**src/rtl/immgen_pkg.sv**
```systemverilog
// Shared types and widths for the RV32I immediate generator.
package immgen_pkg;

    localparam int unsigned XLEN = 32;
    localparam int unsigned ILEN = 32;

    typedef enum logic [2:0] {
        IMM_I    = 3'd0,
        IMM_SH   = 3'd1,
        IMM_IU   = 3'd2,
        IMM_S    = 3'd3,
        IMM_B    = 3'd4,
        IMM_U    = 3'd5,
        IMM_J    = 3'd6,
        IMM_NONE = 3'd7
    } imm_sel_e;

endpackage

```
**src/rtl/imm_extract.sv**
```systemverilog
// Combinational immediate field extraction and sign/zero extension.
module imm_extract
    import immgen_pkg::*;
(
    input  logic [ILEN-1:0] ins,
    input  logic [2:0]      imm_sel,
    output logic [XLEN-1:0] imm_next
);

    logic s;
    assign s = ins[ILEN-1];

    always_comb begin
        imm_next = '0;
        case (imm_sel)
            IMM_I:    imm_next = {{20{s}}, ins[31:20]};
            IMM_SH:   imm_next = {27'b0, ins[24:20]};
            IMM_IU:   imm_next = {20'b0, ins[31:20]};
            IMM_S:    imm_next = {{20{s}}, ins[31:25], ins[11:7]};
            IMM_B:    imm_next = {{19{s}}, s, ins[7], ins[30:25], ins[11:8], 1'b0};
            IMM_U:    imm_next = {ins[31:12], 12'b0};
            IMM_J:    imm_next = {{11{s}}, s, ins[19:12], ins[20], ins[30:21], 1'b0};
            IMM_NONE: imm_next = '0;
            // Unknown selects fall back to zero rather than propagating X.
            default:  imm_next = '0;
        endcase
    end

endmodule

```
**src/rtl/immediate_generator.sv**
```systemverilog
// Decode-stage immediate generator: extraction logic followed by one output register.
module immediate_generator
    import immgen_pkg::*;
(
    input  logic            clk,
    input  logic            rst_n,
    input  logic [ILEN-1:0] ins,
    input  logic [2:0]      imm_sel,
    output logic [XLEN-1:0] imm_out
);

    logic [XLEN-1:0] imm_d;
    logic [XLEN-1:0] imm_q;

    imm_extract u_imm_extract (
        .ins      (ins),
        .imm_sel  (imm_sel),
        .imm_next (imm_d)
    );

    always_ff @(posedge clk or negedge rst_n) begin
        if (!rst_n) begin
            imm_q <= '0;
        end else begin
            imm_q <= imm_d;
        end
    end

    assign imm_out = imm_q;

endmodule

```
**config.mk**
```make
export PLATFORM = sky130hd
export DESIGN_NAME = immediate_generator
export DESIGN_NICKNAME = d
export VERILOG_FILES = /design/src/rtl/immgen_pkg.sv /design/src/rtl/imm_extract.sv /design/src/rtl/immediate_generator.sv
export SDC_FILE = /design/constraint.sdc
export NUM_CORES = 1
export LEC_CHECK = 0
export CORE_MARGIN = 2
export CORE_UTILIZATION = 34
export CTS_CLUSTER_DIAMETER = 100
export DETAILED_ROUTE_END_ITERATION = 8
export PLACE_DENSITY = 0.75
export SLEW_MARGIN = 20
export SYNTH_ARGS = -nofsm -noshare
export SYNTH_HDL_FRONTEND = slang
export SYNTH_HIERARCHICAL = 1
export SYNTH_SLANG_ARGS = --single-unit
```
**constraint.sdc**
```tcl
create_clock -name clk -period 0.8 [get_ports clk]
set_input_delay 0.08 -clock clk [delete_from_list [all_inputs] [get_ports clk]]
set_output_delay 0.08 -clock clk [all_outputs]
set_load 0.005 [all_outputs]
```
# Yosys cells after proc, flatten, opt, wreduce, memory -nomap -nowiden
# Index checks and enable logic that the tools add are counted.
word_totals:
  reg_bits: 32
  input_bits: 37
  out_inout_bits: 32
  elab_cells: 10
op_classes:
  eq_ne: 7
  mux: 1
  reduce_logical: 1
op_table:
  columns: ["cell", "count"]
  rows:
  - ["$pmux 32 s8", 1]
  - ["$eq 3x3->1 const B", 4]
  - ["$eq 3x2->1 const B", 2]
  - ["$eq 3x1->1 const B", 1]
  - ["$logic_not 3->1", 1]

# Longest topological paths before layout
depth:
  word_depth: 2
  mapped_depth: 6
  mapped_depth_nobuf: 3

# Modules after synthesis
# Netlist, hierarchy kept.
by_module_without_submodules:
  columns: ["module", "instances", "cells_per_inst", "area_each_um2", "seq_area_each_um2"]
  rows:
  - ["immediate_generator", 1, 32, 800.8, 800.8]
  - ["imm_extract", 1, 71, 473.0, 0.0]

# Worst setup path after synthesis
# OpenSTA, ideal clock, no wires.
synth_timing:
  path_type: "in2reg"
  start: "in imm_sel[1]"
  end: "reg imm_q[20], in the netlist imm_out[20]"
  setup_time_ns: 0.126
  arrival_ns: 1.048
  t_required_ns: 0.674
  path_slack_ns: -0.375
  path_stages: 6
  path_buffers: 3
  cell_sequence: "buf_2 and3b_1 o21a_1 buf_6 buf_6 a311o_1"
synth_via:
  elab_chain_len: 2
  elab_cells_between_ends: 9
  cone_classes: "eq/ne (7); mux (1); reduce/logical (1)"
synth_rtl:
  columns: ["item", "line_no", "source"]
  rows:
  - ["start: declaration", "immediate_generator.sv:8", "input logic [2:0] imm_sel,"]
  - ["$eq 3x3->1 (tied with other cells)", "imm_extract.sv:15", "case (imm_sel)"]
  - ["$pmux 32 s8 *", "imm_extract.sv:15", null]
  - ["net imm_d[20]", "immediate_generator.sv:12", "logic [XLEN-1:0] imm_d;"]
  - ["end signal: assignment", "immediate_generator.sv:25", "imm_q <= imm_d;"]
  - ["end: declaration", "immediate_generator.sv:13", "logic [XLEN-1:0] imm_q;"]
# Mark *: on every way through the listed nets, which the timed path passes. The rest lies on a longest branch.

# Worst setup path in the final report
layout_timing:
  start: "reg imm_q[25], in the netlist imm_out[25]"
  end: "out imm_out[25]"
layout_rtl:
  columns: ["item", "line_no", "source"]
  rows:
  - ["end: declaration", "immediate_generator.sv:9", "output logic [XLEN-1:0] imm_out"]
# No word-level cell between the ends.

==> results <==
[cell usage in the layout, fill, tap and decap left out, drive strengths merged]
master,instances
mux2i,1
o21ai,4
o21a,3
and2,6
a21o,8
nor2b,3
a211o,1
clkbuf,7
nand3,13
nor2,3
bufinv,1
or3,1
and3b,3
clkdlybuf4s15,1
a21oi,2
a311o,11
clkdlybuf4s50,25
nand2,3
dfrtp,32
a21boi,1
buf,47
nand2b,1
[power by group]
group / switching [mW] / internal (mW)
clock network: 0.544 / 1.10
registers: 0.0290 / 1.75
logic: 0.282 / 0.377
[layout make-up]
| cell class | instances | area [um2] | area share |
|---|---|---|---|
| clock buffers | 7 | 96.3 | 0.0481 |
| repair buffers | 73 | 572 | 0.285 |
| clock inverters | 1 | 30.0 | 0.0150 |
| multi-input cells | 64 | 444 | 0.222 |
| flip-flops and latches | 32 | 801 | 0.400 |
| well taps | 48 | 60.1 | 0.0300 |
[path summary, 6_finish.rpt]
path,from,endpoint,slack (ps),cells past startpoint
min,imm_sel[2],imm_out[0],140,3
max,imm_out[25],imm_out[25],-50,1
max in group asynchronous,rst_n,imm_out[2],470,2
min in group asynchronous,rst_n,imm_out[7],160,2
[Yosys cell counts, drive strengths merged]
master | number | share of area
dfrtp | 32 | 0.63
nand3 | 13 | 0.051
a311o | 11 | 0.086
a21o | 8 | 0.047
buf | 7 | 0.039
and2 | 6 | 0.029
o21ai | 4 | 0.016
nand2 | 3 | 0.0088
nor2 | 3 | 0.0088
nor2b | 3 | 0.015
a21oi | 2 | 0.0079
and3b | 2 | 0.014
clkbuf | 2 | 0.0059
o21a | 2 | 0.012
a211o | 1 | 0.0069
a21boi | 1 | 0.0059
mux2i | 1 | 0.0079
nand2b | 1 | 0.0049
or3 | 1 | 0.0049
[metal layers]
metal / GRT usage / vias to the layer above / wire (um)
met5: 0 / - / 0
met4: 0.0885 / 0 / 78
met3: 0.0651 / 9 / 309
met2: 0.255 / 55 / 1470
met1: 0.194 / 540 / 1270
li1: - / 523 / -
[cell families after synthesis]
| kind of cell | after synthesis | share of synthesized area |
|---|---|---|
| flip-flops | 32 | 0.629 |
| AND/OR/NAND/NOR | 32 | 0.137 |
| AO/OA/AOI/OAI | 29 | 0.182 |
| buffers and inverters | 9 | 0.0452 |
| multiplexers | 1 | 0.00786 |
[worst min-delay path, cell delays in order]
cell and delay [ps]:
buf_2 90, buf_6 150, a21oi_1 50
[metrics by stage]
step,power (mW),hold WS (ps)
detailed placement,2.59,459
global placement,2.58,463
finish,4.08,139
floorplan,2.06,-216
global route,4.28,158
CTS,4.12,134
[repair_timing]
action / 4_1_cts / 5_1_grt
pin swaps: 3 / 1
endpoints found under the setup margin: 64 / 33
endpoints found under the hold margin: 0 / 0
cloned: 2 / 0
resized for setup: 153 / 0
==> results by group <==
Clock network
  – Sink Count: 32
  – Worst-path clk slew: 60 ps
  – Post-CTS setup buffer count: 0
  – Max H-tree Level: 2
  – Maximum root-to-sink buffer count: 2
  – Cts hold-fix bufs: 0
  – TritonCTS Buffers: 5
  – CTS tree: done
  – CTS root buffer: clkbuf_8

Drt
  – DRT antenna net count: 0
  – Pre-antenna DRT Iters: 4
  – Initial DRC Count: 64
  – # DRC: 0
  – WL final: 3120 um
  – Via-per-instance ratio: 5.01
  – WL per Instance: 13.9 um
  – Via Count: 1127

Timing
  – Final worst path period share: 1.06
  – Setup TNS: -1150 ps
  – Number of hold violations in the final report: 0
  – Setup ws final: -50.3 ps
  – Minimum clock period: 850 ps
  – Slew Limit Fails: 0
  – Unrepaired setup endpoints after global routing: yes
  – Fmax: 1180 MHz
  – Slew HR: 0.805
  – Worst slew pin tran: 291 ps
  – Setup Viol. Count Final: 32

Flow run
  – Max-cap violation count: 0

Die
  – I/O pins: 69
  – Row cnt: 22
  – Die width: 65.2 um
  – Core area: 3630 um2
  – Initial Utilization: 0.351
  – Die area: 4250 um2
  – Die height: 65.2 um

Placed design
  – Hpwl dp: 2210 um
  – Placed insts: 215
  – Placed Area: 2000 um2
  – Buffers on Ports: 61
  – GP Congestion: 0.811
  – Setup WS pre-CTS: -742 ps

Cells and area
  – P&R area growth vs syn: 57.3%
  – Layout Nets: 213
  – Final non-filler cell total: 225
  – Filler cells: 322
  – Finished Core Util: 0.551
  – Ant diodes: 0
  – Share of cells above drive strength 1: 0.345
  – Finished Cell Area: 2000 um2
  – Number of flip-flops in the largest register: 32

Critical path
  – Setup crit start kind: flop
  – Worst path max stage delay: 370 ps
  – Delay-heaviest family, CP: flip-flops
  – Slowest CP cell: dfrtp_1
  – Worst Setup End Kind: output pin
  – Worst path cell trace: buf_2
  – Critical Path AT: 770 ps
  – Crit path kind: reg -> out
  – CP Data Required Time: 720 ps
  – Crit Path Max Fanout: 1
  – WP buf/inv: 1

Power and ir drop
  – Peak supply drop: 0.761 mV
  – Leak: 1.02 nW
  – Pwr Density: 2040 nW/um2

Synthesis
  – Yosys warning total: 6
  – Syn Inst Count: 103
  – Synth Register Bits: 32
  – Mean post-synth cell area: 12.4 um2
  – Post-Syn Area: 1270 um2
  – Synth Net Count: 140
  – Distinct cells, synth: 21
  – Part of the Yosys area used for sequential elements: 0.629

Status
  – Failing checks: negative setup slack
  – Status: complete, but fails checks

Global route
  – Largest net degree at the start of global routing: 33
  – Total GRT Usage: 0.164
  – Number of global-route vias before repair: 1091
  – Initial antenna violation count: 0
  – First-pass GRT wire length: 5080 um
  – Gr ovfl total: 0

Worst hold path
  – Worst hold path type: in -> reg
Note: power is estimated with default switching activity, not from simulation.
